===== config.mk =====
export PLATFORM = sky130hd
export DESIGN_NAME = demux_32x2_buf
export DESIGN_NICKNAME = d
export VERILOG_FILES = /design/src/rtl/mips_pkg.sv /design/src/rtl/demux_fifo2.sv /design/src/rtl/demux_32x2_buf.sv
export SDC_FILE = /design/constraint.sdc
export NUM_CORES = 1
export LEC_CHECK = 0
export BUFFER_PORTS_ARGS = -buffer_cell sky130_fd_sc_hd__buf_2
export CORE_MARGIN = 10
export CORE_UTILIZATION = 50
export DETAILED_ROUTE_END_ITERATION = 10
export PLACE_DENSITY = 0.74
export SETUP_SLACK_MARGIN = 0.1
export SLEW_MARGIN = 25
export SYNTH_ARGS = -nofsm -noshare
export SYNTH_HDL_FRONTEND = slang
export SYNTH_SLANG_ARGS = --single-unit

===== constraint.sdc =====
create_clock -name clk -period 8.1 [get_ports clk]
set_clock_uncertainty 0.1 [all_clocks]
set_input_delay 0.405 -clock clk [delete_from_list [all_inputs] [get_ports clk]]
set_output_delay 0.405 -clock clk [all_outputs]
set_load 0.03 [all_outputs]

===== src/rtl/mips_pkg.sv =====
// rtl/mips_pkg.sv - shared width default and branch-select encodings for the buffered demux
package mips_pkg;

   localparam int unsigned DEMUX_WIDTH = 32;

   typedef enum logic {
      BR0 = 1'b0,
      BR1 = 1'b1
   } br_sel_e;

   localparam logic [1:0] FIFO_DEPTH = 2'd2;

endpackage


===== src/rtl/demux_fifo2.sv =====
// rtl/demux_fifo2.sv - two-entry in-order FIFO with registered head, one per demux branch
module demux_fifo2
   import mips_pkg::*;
#(
   parameter int unsigned WIDTH = DEMUX_WIDTH
) (
   input  logic             clk,
   input  logic             reset,
   input  logic             push,
   input  logic             pop,
   input  logic [WIDTH-1:0] din,
   output logic [1:0]       count,
   output logic [WIDTH-1:0] head
);

   logic [WIDTH-1:0] mem [2];
   logic             rd_ptr;
   logic             wr_ptr;
   logic             do_push;
   logic             do_pop;

   // Self-protecting: a push to a full FIFO or a pop from an empty one is dropped.
   assign do_push = push && (count != FIFO_DEPTH);
   assign do_pop  = pop && (count != 2'd0);

   always_ff @(posedge clk) begin
      if (reset) begin
         count  <= 2'd0;
         rd_ptr <= 1'b0;
         wr_ptr <= 1'b0;
      end else begin
         if (do_push) begin
            wr_ptr <= ~wr_ptr;
         end
         if (do_pop) begin
            rd_ptr <= ~rd_ptr;
         end
         case ({do_push, do_pop})
            2'b10:   count <= count + 2'd1;
            2'b01:   count <= count - 2'd1;
            default: count <= count;
         endcase
      end
   end

   // Data storage is not reset; validity is carried by count alone.
   always_ff @(posedge clk) begin
      if (!reset && do_push) begin
         mem[wr_ptr] <= din;
      end
   end

   assign head = mem[rd_ptr];

endmodule


===== src/rtl/demux_32x2_buf.sv =====
// rtl/demux_32x2_buf.sv - 1-to-2 demux with a 2-entry FIFO per branch; DEMUX_STATS_EN adds per-branch accept counters
module demux_32x2_buf
   import mips_pkg::*;
#(
   parameter int unsigned WIDTH = DEMUX_WIDTH
) (
   input  logic             clk,
   input  logic             reset,
   input  logic             in_valid,
   output logic             in_ready,
   input  logic             in_sel,
   input  logic [WIDTH-1:0] in_data,
   output logic             out0_valid,
   input  logic             out0_ready,
   output logic [WIDTH-1:0] out0_data,
   output logic             out1_valid,
   input  logic             out1_ready,
   output logic [WIDTH-1:0] out1_data
`ifdef DEMUX_STATS_EN
   ,
   output logic [15:0]      stat0,
   output logic [15:0]      stat1
`endif
);

   logic [1:0] count0;
   logic [1:0] count1;
   logic       push0;
   logic       push1;
   logic       pop0;
   logic       pop1;
   logic       accept;

   // Ready looks only at the selected branch's occupancy, so a pop in the
   // same cycle never frees a slot for the incoming word.
   always_comb begin
      in_ready = 1'b0;
      if (in_sel == BR1) begin
         in_ready = (count1 < FIFO_DEPTH);
      end else begin
         in_ready = (count0 < FIFO_DEPTH);
      end
   end

   assign accept     = in_valid && in_ready;
   assign push0      = accept && (in_sel == BR0);
   assign push1      = accept && (in_sel == BR1);
   assign out0_valid = (count0 != 2'd0);
   assign out1_valid = (count1 != 2'd0);
   assign pop0       = out0_valid && out0_ready;
   assign pop1       = out1_valid && out1_ready;

   demux_fifo2 #(.WIDTH(WIDTH)) u_fifo0 (
      .clk   (clk),
      .reset (reset),
      .push  (push0),
      .pop   (pop0),
      .din   (in_data),
      .count (count0),
      .head  (out0_data)
   );

   demux_fifo2 #(.WIDTH(WIDTH)) u_fifo1 (
      .clk   (clk),
      .reset (reset),
      .push  (push1),
      .pop   (pop1),
      .din   (in_data),
      .count (count1),
      .head  (out1_data)
   );

`ifdef DEMUX_STATS_EN
   always_ff @(posedge clk) begin
      if (reset) begin
         stat0 <= 16'h0000;
         stat1 <= 16'h0000;
      end else begin
         if (push0 && (stat0 != 16'hFFFF)) begin
            stat0 <= stat0 + 16'h0001;
         end
         if (push1 && (stat1 != 16'hFFFF)) begin
            stat1 <= stat1 + 16'h0001;
         end
      end
   end
`endif

endmodule


## Word-level counts from Yosys, hierarchy flattened

Memory sizes are Yosys's and may differ from the RTL's. A register that Yosys moved wholly into a read port is not among the register bits.
Index checks and enable logic that the tools add are counted.

- Add/subtract/negate cells: 4
- Bitwise logic cells: 5
- Reductions and logical operators: 16
- Equality and inequality tests: 6
- Mux-type cells: 11
- Order comparisons: 2

Operators by type and width:

| cell | number |
|---|---|
| logical AND 1 bit | 11 |
| two-way mux 1 bit | 9 |
| one-hot mux 2 bit (2 select lines) | 2 |
| nonzero test 2 bit | 4 |
| NOT 1 bit | 5 |
| adder 2 x 1 -> 2 bit (second input constant) | 2 |
| == test 2 x 1 -> 1 bit (second input constant) | 2 |
| == test 2 bit (second input constant) | 2 |
| < comparator 2 bit (second input constant) | 2 |
| inequality test 2 bit (second input constant) | 2 |
| subtractor 2 x 1 -> 2 bit (second input constant) | 2 |
| zero test 1 bit | 1 |

- Memory bits (writable): 128
- Register bits: 8
- Memories: 2
- Output and inout bits: 67

Memories:

| memory | depth | width | rd ports | clocked after memory_dff | write ports | RTL line | source |
|---|---|---|---|---|---|---|---|
| u_fifo0.mem | 2 | 32 | 1 | 1 | 1 | demux_fifo2.sv:16 | `logic [WIDTH-1:0] mem [2];` |
| u_fifo1.mem | 2 | 32 | 1 | 1 | 1 | demux_fifo2.sv:16 |  |

## Longest topological paths before layout

- Word-level depth: 8
- Mapped depth: 5
- Mapped depth without buffers: 5

## Cells and area by module

A second synthesis with hierarchy kept.

- Cell total of the unflattened synthesis: 255
- Area, all modules: 5098.6 um^2

By module, submodules not included:

| module | instances | cells each | area each (um^2) | seq. area each (um^2) |
|---|---|---|---|---|
| demux_fifo2 | 2 | 124 | 2519.9 | 2021.9 |
| demux_32x2_buf | 1 | 7 | 58.8 | 0.0 |

## Worst setup path after synthesis

No wires, ideal clock.

- Path type: input to register
- Start: input in_sel
- End: memory u_fifo0.mem[1][0] (netlist name) (enable)
- Stages: 2
- Slack: 3.578 ns
- Library setup time: 0.513 ns
- Data arrival time: 3.909 ns
- Cells stage by stage: nand2b_1 nor4b_1

- Longest elaborated chain between the ends: 7
- Elaborated cells on any way between the ends: 8

RTL lines:

| what | RTL line | source |
|---|---|---|
| start, declared | demux_32x2_buf.sv:11 | `input logic in_sel,` |
| two-way mux 1 bit | demux_32x2_buf.sv:38 | `if (in_sel == BR1) begin` |
| logical AND 1 bit | demux_32x2_buf.sv:45 | `assign accept = in_valid && in_ready;` |
| logical AND 1 bit (*) | demux_32x2_buf.sv:46 | `assign push0 = accept && (in_sel == BR0);` |
| logical AND 1 bit (*) | demux_fifo2.sv:23 | `assign do_push = push && (count != FIFO_DEPTH);` |
| logical AND 1 bit (*) | demux_fifo2.sv:48 | `if (!reset && do_push) begin` |
| two-way mux 1 bit (*) | demux_fifo2.sv:48 |  |
| two-way mux 1 bit (not written as such) (*) | demux_fifo2.sv:49 | `mem[wr_ptr] <= din;` |
| end, declared | demux_fifo2.sv:16 |  |

Mark *: on every way between the ends. The rest lies on a longest branch, timed or not.

==> summary by stage <==
Outcome
The flow ran to the end, and the final reports show no timing, DRC or antenna violations.

Synth
Yosys mapped the design onto 23 distinct sky130hd cell types. During synthesis, Yosys emitted a total of 0 warnings. Counting flops with a built-in enable in the synthesized netlist gives 128. After technology mapping, the gate count stands at 249. The synthesized area is 0.00507 mm². The most used flip-flop cell after synthesis is edfxtp_1. The number of register bits inferred by synthesis is 138. The number of nets handed over by synthesis was around 290. For this run, the register share of the synthesized area comes to 0.798.

The share of flip-flops with an asynchronous set or reset is 0. The mean post-synth cell area is about 20 µm².

Timing
For this run, the top clock speed supported by timing is 389 MHz. Of the available clock period, the critical path in the final layout requires 0.318. The count of pins over their slew limit was 0.

The sum of negative setup slack is 0 ps. The number of failing hold endpoints at the final stage was 0. The setup-violating endpoint count in the final report is 0. For the pin with the worst max-slew slack, the measured transition is 897 ps. The shortest clock period the worst path allows after layout is 2570 ps. In this run the tightest slew margin relative to its limit is 0.402. Setup repair after global routing left no endpoint under its margin.

Global routing
The total global routing overflow is 0. Across every metal layer, demand over resource in global routing totals 0.142. Entering global routing, the biggest net connects 33 pins. The via count of the first global-routing pass is 2928. The first global-routing pass estimated ~16000 µm of wire. The initial antenna violation count is 0.

Clock tree
The clock tree from TritonCTS is done. The number of levels in the clock H-tree is 4. Gates resized during post-CTS repair numbered 0.

After clock tree synthesis, the clock-pin slew on the worst setup and hold paths is about 60 ps. The total clock sinks is 138. In this run the clock root is driven by a clkbuf_8. The maximum clock insertion buffer count is 2. The clock network latency to the later pin of the worst-skew pair is between 500 and 600 ps. The clock buffer count from CTS is 17.

Floorplan
For this configuration, the core starts out at a cell density of 0.516. The die extent in x is 121 µm. The die covers 0.0146 mm². The floorplan has 36 rows. The total core area is 0.00982 mm². 105 I/O pins were placed.

The die is 121 µm tall.

Setup path
The number of stages on the worst setup path is 2. Counting both buffers and inverters, the worst setup path holds a total of 1. The arrival time at the worst endpoint is 2070 ps. The depth of the worst register-to-register path is 4. The worst setup path is launched from a register. The cell class contributing the biggest share of worst-path delay is flip-flops. The cell with the largest stage delay on the worst path is dfxtp_2. At the worst endpoint, the required time is between 7000 and 8000 ps. The longest individual stage delay on the worst path is 920 ps. Traced cell by cell, the critical path runs through mux2_1 > buf_2. By startpoint and endpoint, the worst setup path is classified as reg -> out. The critical path capture point type is an output port. Along the worst path, the maximum fanout reaches 32.

Place
In this run the cell area measured after placement is between 0.005 and 0.006 mm². Detailed placement finished with a half-perimeter wire length of 6050 µm. The count of buffers added on input and output ports is 104. After detailed placement, the design holds a cell count of 483. At the end of routability-driven placement, the weighted congestion stood at 0.733.

Cells and area
The count of non-filler cells in the finished layout is roughly 540. The repair_antennas step left the layout with diodes totalling 0. Leaving out fill and tap cells, the most frequent cell in the layout is edfxtp_1. The net count reported at finish is 437. Summing all non-filler instances in the final layout gives an area of 0.00670 mm².

The signed area change from the synthesized netlist to the final layout is 32.3%. The filler cell count is 690. Of the cells placed in the final design, the portion with a size suffix greater than 1 is 0.363.

The top cell types in the final layout, fill and taps aside, are edfxtp_1 (128), buf_2 (104), mux2_1 (64). The utilization after layout is 0.683.

Drt
In this run, the number of DRC markers left after iteration 0 of detailed routing was 151. Before antenna repair, the detailed router went through 4 iterations. For this run, design rule violations remaining after detail routing come to 0. In the final routed layout, each cell accounts on average for between 15 and 20 µm. The remaining number of nets flagged by the antenna check after routing is 0.

The number of vias per cell is about 5.0. The number of vias in the routed layout is between 2000 and 3000. The routed wire length is about 9900 µm.

Power
For this design the static power due to leakage is between 2 and 2.5 nW. In this run the power density over the cells is approximately 320 mW/mm². The worst supply voltage drop on vdd is 0.173 mV.

Worst hold path
The class of the most critical hold timing path is in -> reg. Counting instances, the worst hold path has a depth of 1.

Run
The max-cap violation count is 0.
-- cells in the mapped netlist, types with 3 or more instances --
cell | n | area share
buf_2 | 6 | 0.0059
clkbuf_1 | 3 | 0.0022
dfxtp_1 | 10 | 0.040
edfxtp_1 | 128 | 0.76
mux2_1 | 64 | 0.14
nor2_1 | 7 | 0.0052
or2_1 | 3 | 0.0037
xnor2_1 | 4 | 0.0069
xor2_1 | 3 | 0.0052
-- through the flow --
| stage | worst slack, ps | hold slack (ps) | total power [mW] |
|---|---|---|---|
| 2_1_floorplan | 3580 | 357 | 1.18 |
| 3_3_place_gp | 6070 | 378 | 1.31 |
| 3_5_place_dp | 6050 | 403 | 1.32 |
| 4_1_cts | 5470 | 0.0902 | 2.14 |
| 5_1_grt | 5400 | 4.21 | 2.20 |
| 6_report | 5530 | 32.2 | 2.12 |
-- metal layers --
layer / track usage / vias up / wire (µm)
li1: - / 1267 / -
met5: 0 / - / 0
met4: 0.0664 / 0 / 167
met3: 0.0679 / 16 / 764
met1: 0.160 / 1320 / 4130
met2: 0.224 / 98 / 4880
-- layout make-up --
class / count / area, µm² / share of cell area
tap: 133 / 166 / 0.0248
clock inverter: 14 / 219 / 0.0327
timing repair buffer: 138 / 846 / 0.126
clock buffer: 18 / 418 / 0.0623
sequential: 138 / 4050 / 0.604
multi-input combinational: 102 / 1010 / 0.150
-- report_power, final --
| group | switching, mW | internal [mW] | total, mW |
|---|---|---|---|
| Clock | 0.280 | 0.533 | 0.813 |
| Sequential | 0.0663 | 0.822 | 0.888 |
| Combinational | 0.262 | 0.156 | 0.418 |
-- worst reg2reg max path, stage by stage, from the launching register on --
cell and delay (ps):
dfxtp_1 390, or3b_4 440, ha_1 320, or3_1 360, a21oi_1 140
-- repair_timing --
item | 4_1_cts | 5_1_grt
setup buffers | 0 | 0
hold buffers | 26 | 2
hold endpoints to repair | 102 | 8
setup endpoints to repair | 0 | 0
-- cell families (layout without fill, tap and decap cells) --
kind of cell	after synthesis	count (layout)	synth area share
AND/OR/NAND/NOR	21	21	0.0237
AO/OA/AOI/OAI	7	7	0.00889
adder cells (fa/ha/maj)	2	2	0.00494
XOR/XNOR	7	7	0.0121
multiplexers	65	65	0.144
buffers and inverters	9	170	0.00815
flip-flops	138	138	0.798
-- final timing paths --
check,to,from,slack (ps)
worst max-delay path,out1_data[25],register,5530
worst min-delay path,u_fifo1.mem[0][22]$_DFFE_PP_,in_data[22],30
worst max register to register,u_fifo0.count[1]$_SDFFE_PP0P_,u_fifo0.count[1]$_SDFFE_PP0P_,6290
worst min register to register,u_fifo1.rd_ptr$_SDFFE_PP0P_,u_fifo1.rd_ptr$_SDFFE_PP0P_,420
-- sequential cells by signal, summed over array words and instances, names as in the netlist, named ones only --
name and flops:
u_fifo0.mem 64, u_fifo1.mem 64, u_fifo0.count 2, u_fifo1.count 2
u_fifo0.rd_ptr 1, u_fifo0.wr_ptr 1, u_fifo1.rd_ptr 1, u_fifo1.wr_ptr 1
Note: power is estimated with default switching activity, not from simulation.
